[src/rtl/pipe_stage_pkg.sv]
// ============================================================================
// Module  : pipe_stage_pkg
// Brief   : Shared state encoding and default widths for the elastic stage.
// Revision: 1.0
// ============================================================================
`default_nettype none

package pipe_stage_pkg;

    localparam int DEF_DATA_W = 101;
    localparam int DEF_CTRL_W = 3;
    localparam int DEF_CNT_W  = 16;

    typedef enum logic [1:0] {
        EMPTY = 2'd0,
        BUSY  = 2'd1,
        FULL  = 2'd2
    } stage_state_t;

    // A cycle is starved when the consumer could take a beat but none is offered.
    function automatic logic is_starved(input logic valid, input logic ready);
        return ready & ~valid;
    endfunction

endpackage : pipe_stage_pkg

`default_nettype wire

[src/rtl/pipe_sat_counter.sv]
// ============================================================================
// Module  : pipe_sat_counter
// Brief   : Saturating event counter with synchronous clear (clear wins).
// Revision: 1.0
// ============================================================================
`default_nettype none

module pipe_sat_counter #(
    parameter int CNT_W = 16
) (
    input  logic             Clk,
    input  logic             Reset,
    input  logic             inc,
    input  logic             clr,
    output logic [CNT_W-1:0] count
);

    localparam logic [CNT_W-1:0] C_MAX = {CNT_W{1'b1}};

    logic [CNT_W-1:0] r_count;

    always_ff @(posedge Clk or negedge Reset) begin
        if (!Reset) begin
            r_count <= '0;
        end else if (clr) begin
            r_count <= '0;
        end else if (inc && (r_count != C_MAX)) begin
            r_count <= r_count + CNT_W'(1);
        end
    end

    assign count = r_count;

endmodule : pipe_sat_counter

`default_nettype wire

[src/rtl/pipe_stage_skid.sv]
// ============================================================================
// Module  : pipe_stage_skid
// Brief   : Elastic pipeline stage, 2-entry skid buffer, registered in_ready.
// Revision: 1.0
// ============================================================================
`default_nettype none

module pipe_stage_skid
    import pipe_stage_pkg::*;
#(
    parameter int DATA_W = DEF_DATA_W,
    parameter int CTRL_W = DEF_CTRL_W,
    parameter int CNT_W  = DEF_CNT_W
) (
    input  logic              Clk,
    input  logic              Reset,
    input  logic              flush,
    input  logic              clr_stats,
    input  logic              in_valid,
    output logic              in_ready,
    input  logic [CTRL_W-1:0] in_ctrl,
    input  logic [DATA_W-1:0] in_data,
    output logic              out_valid,
    input  logic              out_ready,
    output logic [CTRL_W-1:0] out_ctrl,
    output logic [DATA_W-1:0] out_data,
    output logic [CNT_W-1:0]  bubble_cnt
);

    stage_state_t      r_state;
    stage_state_t      w_next_state;
    logic              r_in_ready;
    logic [CTRL_W-1:0] r_m_ctrl;
    logic [DATA_W-1:0] r_m_data;
    logic [CTRL_W-1:0] r_s_ctrl;
    logic [DATA_W-1:0] r_s_data;

    logic w_in_fire;
    logic w_out_valid;
    logic w_out_fire;

    assign w_in_fire   = in_valid & r_in_ready;
    assign w_out_valid = (r_state != EMPTY);
    assign w_out_fire  = w_out_valid & out_ready;

    always_comb begin
        w_next_state = r_state;
        if (flush) begin
            w_next_state = EMPTY;
        end else begin
            case (r_state)
                EMPTY: if (w_in_fire) w_next_state = BUSY;
                BUSY: begin
                    if (w_in_fire && !w_out_fire)      w_next_state = FULL;
                    else if (!w_in_fire && w_out_fire) w_next_state = EMPTY;
                end
                FULL:    if (w_out_fire) w_next_state = BUSY;
                default: w_next_state = EMPTY;
            endcase
        end
    end

    // M always drives the outputs; S only catches the beat accepted while M stalls.
    always_ff @(posedge Clk or negedge Reset) begin
        if (!Reset) begin
            r_state    <= EMPTY;
            r_in_ready <= 1'b0;
            r_m_ctrl   <= '0;
            r_m_data   <= '0;
            r_s_ctrl   <= '0;
            r_s_data   <= '0;
        end else begin
            r_state    <= w_next_state;
            r_in_ready <= (w_next_state != FULL);
            if (flush) begin
                r_m_ctrl <= '0;
                r_s_ctrl <= '0;
            end else begin
                case (r_state)
                    EMPTY: begin
                        if (w_in_fire) begin
                            r_m_ctrl <= in_ctrl;
                            r_m_data <= in_data;
                        end
                    end
                    BUSY: begin
                        if (w_in_fire && !w_out_fire) begin
                            r_s_ctrl <= in_ctrl;
                            r_s_data <= in_data;
                        end else if (!w_in_fire && w_out_fire) begin
                            r_m_ctrl <= '0;
                        end else if (w_in_fire && w_out_fire) begin
                            r_m_ctrl <= in_ctrl;
                            r_m_data <= in_data;
                        end
                    end
                    FULL: begin
                        if (w_out_fire) begin
                            r_m_ctrl <= r_s_ctrl;
                            r_m_data <= r_s_data;
                            r_s_ctrl <= '0;
                        end
                    end
                    default: begin
                        r_m_ctrl <= '0;
                        r_s_ctrl <= '0;
                    end
                endcase
            end
        end
    end

    assign in_ready  = r_in_ready;
    assign out_valid = w_out_valid;
    assign out_ctrl  = r_m_ctrl;
    assign out_data  = r_m_data;

    pipe_sat_counter #(
        .CNT_W (CNT_W)
    ) u_bubble_cnt (
        .Clk   (Clk),
        .Reset (Reset),
        .inc   (is_starved(w_out_valid, out_ready)),
        .clr   (clr_stats),
        .count (bubble_cnt)
    );

endmodule : pipe_stage_skid

`default_nettype wire
[config.mk]
export PLATFORM = sky130hd
export DESIGN_NAME = pipe_stage_skid
export DESIGN_NICKNAME = d
export VERILOG_FILES = /design/src/rtl/pipe_stage_pkg.sv /design/src/rtl/pipe_sat_counter.sv /design/src/rtl/pipe_stage_skid.sv
export SDC_FILE = /design/constraint.sdc
export NUM_CORES = 1
export LEC_CHECK = 0
export CAP_MARGIN = 20
export CELL_PAD_IN_SITES_DETAIL_PLACEMENT = 0
export CELL_PAD_IN_SITES_GLOBAL_PLACEMENT = 1
export CORE_UTILIZATION = 42
export CTS_BUF_LIST = sky130_fd_sc_hd__clkbuf_16
export CTS_CLUSTER_SIZE = 8
export DETAILED_ROUTE_END_ITERATION = 10
export GPL_TIMING_DRIVEN = 0
export HOLD_SLACK_MARGIN = 0.06
export PLACE_DENSITY = 0.95
export REMOVE_ABC_BUFFERS = 1
export SYNTH_ARGS = -nofsm -noshare
export SYNTH_HDL_FRONTEND = slang
export SYNTH_SLANG_ARGS = --single-unit
export TNS_END_PERCENT = 50
[constraint.sdc]
create_clock -name Clk -period 4.1 [get_ports Clk]
set_input_delay 1.23 -clock Clk [delete_from_list [all_inputs] [get_ports Clk]]
set_output_delay 1.23 -clock Clk [all_outputs]
set_load 0.02 [all_outputs]
==> results of run 1 <==
==> power groups by stage <==
stage | Clock [mW] | Combinational [mW] | Sequential [mW]
detailed placement | 0 | 1.68 | 3.08
global route | 2.70 | 1.79 | 3.12
global placement | 0 | 1.67 | 3.06
finish | 2.54 | 1.67 | 3.05
CTS | 2.61 | 1.69 | 3.06
floorplan | 0 | 0.628 | 3.32
==> flip-flops by register name, indices dropped and copies added, names as in the netlist <==
| name | cells |
|---|---|
| out_data | 101 |
| in_ready | 1 |
| r_s_ctrl | 3 |
| out_ctrl | 3 |
| r_s_data | 101 |
| r_state | 2 |
| u_bubble_cnt.count | 16 |
==> per-layer routing <==
layer | part of all wire (%) | GRT usage [%] | vias to the layer above | routed length [um]
met5 | 0 | 0 | - | 0
met4 | 2.1 | 6.07 | 0 | 515
met3 | 6.6 | 5.21 | 37 | 1590
met2 | 48 | 34.0 | 215 | 11600
met1 | 43 | 25.4 | 3639 | 10400
li1 | - | - | 3501 | -
==> stage by stage <==
stage / hold WS [ns] / power [mW] / area, um2
finish: 0.501 / 7.26 / 13900
global route: 0.515 / 7.61 / 13900
CTS: 0.505 / 7.36 / 13900
detailed placement: 0.480 / 4.77 / 12900
global placement: 0.480 / 4.72 / 12500
floorplan: 0.473 / 3.94 / 9800
==> area by class of cell <==
type	instances	area share, %
Multi-Input combinational cell	612	29.8
Clock inverter	2	0.244
Clock buffer	37	6.68
Sequential cell	227	41.0
Timing Repair Buffer	257	19.3
Tap cell	319	2.88
Inverter	6	0.162
==> cell usage in the layout (no fill, tap or decap), types with 2 or more instances in the layout <==
cell             netlist  final
a211oi_1               5      5
a21oi_1               13     13
a22o_1                 3      3
a22oi_1                3      3
a31oi_1                2      2
and3_1                 2      2
and3b_1                2      2
buf_12                 0      4
buf_16                 0      5
buf_4                  0     12
buf_6                  0      4
clkbuf_16              0     37
clkdlybuf4s50_1        0    230
dfrtp_1              227    227
inv_1                  6      7
mux2_2               203    203
mux2i_1                2      2
nand2_1              313    313
nand3_1                3      3
nand4_1                6      6
nor2_1                 6      5
nor2b_1                3      2
nor3_1                 4      4
nor4_1                 5      4
o21ai_0                4      4
o21bai_1               3      3
o2bb2ai_1              3      3
o31ai_1                2      2
or2_2                  2      2
or3_1                  5      5
or4_1                  3      3
==> worst max-delay path, cell delays in order <==
cell and delay (ns):
clkdlybuf4s50_1 0.68, or3b_1 0.53, or4_1 0.68, or4b_1 0.53
and3_1 0.18
==> worst min-delay path by stage <==
stage,startpoint,endpoint,slack (ns),cells after the start
after floorplan,r_s_ctrl[0]$_DFFE_PN0P_,r_s_ctrl[0]$_DFFE_PN0P_,0.47,1
after global placement,out_ctrl[1]$_DFFE_PN0P_,out_ctrl[1]$_DFFE_PN0P_,0.48,1
after detailed placement,out_ctrl[0]$_DFFE_PN0P_,out_ctrl[0]$_DFFE_PN0P_,0.48,1
after CTS,out_ctrl[0]$_DFFE_PN0P_,out_ctrl[0]$_DFFE_PN0P_,0.50,1
after global routing,out_data[87]$_DFFE_PN0P_,out_data[87]$_DFFE_PN0P_,0.51,1
final,out_ctrl[0]$_DFFE_PN0P_,out_ctrl[0]$_DFFE_PN0P_,0.50,1
==> logic make-up after synthesis <==
kind of cell | synth area share [%]
adders and majority gates | 0.125
muxes | 23.0
DFF | 56.8
AOI/OAI and AO/OA | 3.00
and+or+nand+nor | 14.8
buffers and inverters | 2.31
==> impl_metrics.env, run 1 <==
export IMPL_dieWidth_um=156
export IMPL_wl_um=24200
export IMPL_cp_max_fo=11
export IMPL_synth_edff_count=0
export IMPL_combPwrFrac_pct=23.0
export IMPL_cts_buffer_depth=3
export IMPL_setup_tns_final_ns=0
export IMPL_rrSetupSlack_ns=1.47
export IMPL_clkPwrFrac_pct=35.0
export IMPL_dp_cells=1420
export IMPL_utilization_pct=59.2
export IMPL_p_sw_mw=1.90
export IMPL_synthTopCellsByArea="dfrtp_1 (57%), mux2_2 (23%), nand2_1 (12%)"
export IMPL_min_path_type="reg -> reg"
export IMPL_final_hold_violation_count=0
export IMPL_root_buffer="clkbuf_16"
export IMPL_vias_per_cell=5.06
export IMPL_synth_seq_cells=227
export IMPL_cp_startpoint="out_ready"
export IMPL_synth_most_common_cell="nand2_1"
export IMPL_path_class="in -> reg"
export IMPL_multi_input_area_um2=4130
export IMPL_relSlewSlack_pct=30.8
export IMPL_yosysSeqAreaShare_pct=56.8
export IMPL_cts_max_level=2
export IMPL_synth_area_per_cell_um2=11.1
export IMPL_ys_async_sr_fraction_pct=100
export IMPL_place_ws_ns=0.0849
export IMPL_final_cells=1460
export IMPL_synth_cells=898
export IMPL_first_iter_violations=305
export IMPL_fmax_mhz=289
export IMPL_initial_core_util_pct=42.8
export IMPL_report_final_setup_viol=0
export IMPL_dieArea_um2=24500
export IMPL_finalCriticalPeriod_ns=3.46
export IMPL_ir_drop_uv=351
export IMPL_powerDensity_nw_per_um2=524
export IMPL_rr_worst_depth=4
export IMPL_ys_warn_count=0
export IMPL_numCtsBuffers=34
export IMPL_synth_top_cells_by_count="nand2_1 (313), dfrtp_1 (227), mux2_2 (203), clkbuf_1 (45), a21oi_1 (13)"
export IMPL_syn_area_um2=10000
export IMPL_yosysTopAreaCellShare_pct=56.8
export IMPL_max_cap_violations=0
export IMPL_cp_end_kind="register"
export IMPL_layout_setup_ws_ns=0.636
export IMPL_cts_clk_slew_worst_paths_ns=0.05
export IMPL_synth_ff_type="dfrtp_1"
export IMPL_grt_setup_unrepaired="no"
export IMPL_avgRoutedWirePerCell_um=16.5
export IMPL_antenna_found_initial=0
export IMPL_skew_ns=0.00845
export IMPL_ctsResizeCount=0
export IMPL_grt_total_usage_pct=20.2
export IMPL_area_growth_pct=38.5
export IMPL_rows=56
export IMPL_post_cts_setup_buffer_count=0
export IMPL_crit_end="u_bubble_cnt.count[13]$_DFFE_PN0P_"
export IMPL_cp_start_kind="primary input"
export IMPL_r2r_end="u_bubble_cnt.count[13]$_DFFE_PN0P_"
export IMPL_drc=0
export IMPL_netSwitchingFraction_pct=26.2
export IMPL_yosys_area_top_type="dfrtp_1"
export IMPL_vias=7392
export IMPL_r2r_start="r_state[1]$_DFF_PN0_"
export IMPL_antenna_left=0
export IMPL_drive_above_1_share_pct=24.0
export IMPL_power_leakage_nw=6.16
export IMPL_final_nets=1249
export IMPL_outcome="completed"
export IMPL_coreArea_um2=23400
export IMPL_drv_slew=0
export IMPL_first_global_vias=7722
export IMPL_tritoncts="done"
export IMPL_hpwlAfterDp_um=15800
export IMPL_grt_overflow_total=0
export IMPL_register_area_um2=5680
export IMPL_die_y_um=156
export IMPL_arrival_ns=3.82
export IMPL_p_int_mw=5.36
export IMPL_n_fill_cell=1945
export IMPL_clock_latency_ns=0.48
export IMPL_cts_hold_buf=0
export IMPL_n_antenna_cell=0
export IMPL_firstDrtPassIters=4
export IMPL_grt_max_degree=121
export IMPL_clock_sinks=227
export IMPL_cp_required_ns=4.46
export IMPL_gp_congestion=0.773
export IMPL_num_io_pins=232
export IMPL_min_period_over_period_pct=84.5
export IMPL_worst_pin_slew_ns=1.03
export IMPL_port_buffers=231
export IMPL_ys_types=41
export IMPL_grt_pass1_wl_um=39500
export IMPL_pwr_share_seq_pct=42.0
Power figures use the tool's default switching activity.
==> inputs of run 2 (changes only) <==
--- a/config.mk
+++ b/config.mk
@@ -8,13 +8,13 @@
 export CAP_MARGIN = 20
 export CELL_PAD_IN_SITES_DETAIL_PLACEMENT = 0
 export CELL_PAD_IN_SITES_GLOBAL_PLACEMENT = 1
-export CORE_UTILIZATION = 42
+export CORE_UTILIZATION = 39
 export CTS_BUF_LIST = sky130_fd_sc_hd__clkbuf_16
 export CTS_CLUSTER_SIZE = 8
 export DETAILED_ROUTE_END_ITERATION = 10
 export GPL_TIMING_DRIVEN = 0
 export HOLD_SLACK_MARGIN = 0.06
-export PLACE_DENSITY = 0.95
+export PLACE_DENSITY = 0.91
 export REMOVE_ABC_BUFFERS = 1
 export SYNTH_ARGS = -nofsm -noshare
 export SYNTH_HDL_FRONTEND = slang
==> constraint.sdc (replaced) <==
create_clock -name Clk -period 3.55 [get_ports Clk]
set_input_delay 1.065 -clock Clk [delete_from_list [all_inputs] [get_ports Clk]]
set_output_delay 1.065 -clock Clk [all_outputs]
set_load 0.02 [all_outputs]
==> impl_metrics.env, run 2 (synthesis gave the netlist of run 1 again) <==
export IMPL_outcome="completed"
export IMPL_min_path_type="in -> async"
export IMPL_antenna_found_initial=0
export IMPL_r2r_end="out_data[9]$_DFFE_PN0P_"
export IMPL_cp_startpoint="out_ready"
export IMPL_cp_max_fo=22
export IMPL_crit_cells=8
export IMPL_final_hold_violation_count=0
export IMPL_clock_latency_ns=0.49
export IMPL_coreArea_um2=25200
export IMPL_powerDensity_nw_per_um2=600
export IMPL_place_ws_ns=-0.526
export IMPL_die_y_um=162
export IMPL_final_common_cell="nand2_1"
export IMPL_final_nets=1252
export IMPL_rows=58
export IMPL_drive_above_1_share_pct=24.2
export IMPL_dp_cells=1433
export IMPL_drv_slew=0
export IMPL_cp_cell_sequence="clkdlybuf4s50_1 > nand2b_1 > a21oi_1 > nor2_4 > buf_12 > buf_16 > buf_16 > mux2_2"
export IMPL_cp_required_ns=3.91
export IMPL_num_io_pins=232
export IMPL_rrSetupSlack_ns=0.83
export IMPL_dieArea_um2=26300
export IMPL_wl_um=24000
export IMPL_cp_start_kind="primary input"
export IMPL_firstDrtPassIters=4
export IMPL_grt_setup_unrepaired="no"
export IMPL_r2r_start="r_state[1]$_DFF_PN0_"
export IMPL_dieWidth_um=162
export IMPL_path_class="in -> reg"
export IMPL_drc=0
export IMPL_skew_ns=0.00992
export IMPL_grt_pass1_wl_um=39500
export IMPL_finalCriticalPeriod_ns=3.29
export IMPL_avgRoutedWirePerCell_um=16.3
export IMPL_cp_end_kind="register"
export IMPL_hpwlAfterDp_um=16000
export IMPL_root_buffer="clkbuf_16"
export IMPL_final_cells=1475
export IMPL_final_cell_mix="nand2_1 (313), clkdlybuf4s50_1 (230), dfrtp_1 (227)"
export IMPL_cts_clk_slew_worst_paths_ns=0.05
export IMPL_min_period_over_period_pct=92.8
export IMPL_worst_pin_slew_ns=0.974
export IMPL_grt_total_usage_pct=18.7
export IMPL_numCtsBuffers=34
export IMPL_vias_per_cell=5.03
export IMPL_max_cap_violations=0
export IMPL_cpMaxStageDelayCell="clkdlybuf4s50_1"
export IMPL_tritoncts="done"
export IMPL_arrival_ns=3.65
export IMPL_cts_buffer_depth=3
export IMPL_first_global_vias=7684
export IMPL_grt_max_degree=96
export IMPL_relSlewSlack_pct=34.5
export IMPL_cts_hold_buf=0
export IMPL_antenna_left=0
export IMPL_first_iter_violations=431
export IMPL_rr_worst_depth=7
export IMPL_cts_max_level=2
export IMPL_layout_setup_ws_ns=0.255
export IMPL_clock_sinks=227
export IMPL_finalInstanceArea_um2=13900
export IMPL_initial_core_util_pct=39.7
export IMPL_fmax_mhz=304
export IMPL_vias=7426
export IMPL_area_growth_pct=38.7
export IMPL_cpMostUsedCell="buf_16"
export IMPL_power_leakage_nw=6.18
export IMPL_timing_critical_path_buf_inv=4
export IMPL_hold_ws_ns=0.479
export IMPL_report_final_setup_viol=0
export IMPL_port_buffers=231
export IMPL_power_mw=8.33
export IMPL_placed_cell_area_um2=12900
export IMPL_n_antenna_cell=0
export IMPL_ir_drop_uv=407
export IMPL_gp_congestion=0.773
export IMPL_grt_overflow_total=0
export IMPL_cp_slowest_stage_delay_ns=0.65
export IMPL_crit_family="buffers and inverters"
[run 2: cell types whose count changed in the layout (fill, tap and decap cells not counted)]
cell,before,now
buf_12,4,5
clkinv_2,0,1
bufinv_16,1,0
nor4_4,0,1
inv_1,7,8
buf_6,4,0
nor4_2,1,0
buf_4,12,18
[run 2: repair_timing]
item                                    CTS  global route
resized for setup                         1             0
setup buffers                             0             1
endpoints found under the setup margin    2             2
pin swaps                                 0             1
[run 2: where the power goes]
group          switching (mW)  internal (mW)  total, mW
registers               0.311           3.21       3.52
clock network            1.06           1.81       2.88
logic                   0.836           1.10       1.93
total                    2.21           6.12       8.33
[run 2: through the flow]
| step | utilization [%] | setup TNS (ns) |
|---|---|---|
| final | 55.1 | 0 |
| after global routing | 55.1 | 0 |
| after CTS | 55.1 | 0 |
| after detailed placement | 51.3 | -18.61 |
| after global placement | 49.7 | -4376.80 |
| after floorplan | - | -1190.44 |
[run 2: worst register-to-register path: stages (launching register included)]
cell     delay (ns)
dfrtp_1        0.55
and3b_1        0.34
a21oi_1        0.11
nor2_4         0.57
buf_12         0.27
buf_16         0.19
buf_16         0.18
mux2_2         0.37
[run 2: worst max path at each step]
stage                                            to  slack (ns)
after global routing        out_data[9]$_DFFE_PN0P_        0.02
after CTS                   r_s_data[9]$_DFFE_PN0P_        0.16
after global placement     r_s_data[23]$_DFFE_PN0P_      -16.80
after detailed placement  r_s_data[100]$_DFFE_PN0P_       -0.53
after floorplan             r_s_data[0]$_DFFE_PN0P_       -8.81
final                       out_data[9]$_DFFE_PN0P_        0.26
[run 2: cell type report]
cell class	count	area (um2)
Clock buffer	37	926
Clock inverter	3	12.5
Tap cell	330	413
Multi-Input combinational cell	612	4130
Fill cell	2178	11300
Timing Repair Buffer	260	2700
Sequential cell	227	5680
Inverter	6	22.5
[run 2: per-layer routing]
layer | wire length (um) | vias up | track usage (%) | share of wire, %
li1 | - | 3505 | - | -
met1 | 10400 | 3673 | 23.3 | 43
met2 | 11500 | 205 | 31.8 | 48
met3 | 1650 | 43 | 5.21 | 6.9
met4 | 517 | 0 | 4.97 | 2.2
met5 | 0 | - | 0 | 0
==> inputs of run 3 (changes only) <==
--- a/config.mk
+++ b/config.mk
@@ -13,7 +13,6 @@
 export CTS_CLUSTER_SIZE = 8
 export DETAILED_ROUTE_END_ITERATION = 10
 export GPL_TIMING_DRIVEN = 0
-export HOLD_SLACK_MARGIN = 0.06
 export PLACE_DENSITY = 0.91
 export REMOVE_ABC_BUFFERS = 1
 export SYNTH_ARGS = -nofsm -noshare
==> results of run 3 <==
Same layout as run 2: the final DEF is identical, and so are final timing and power.
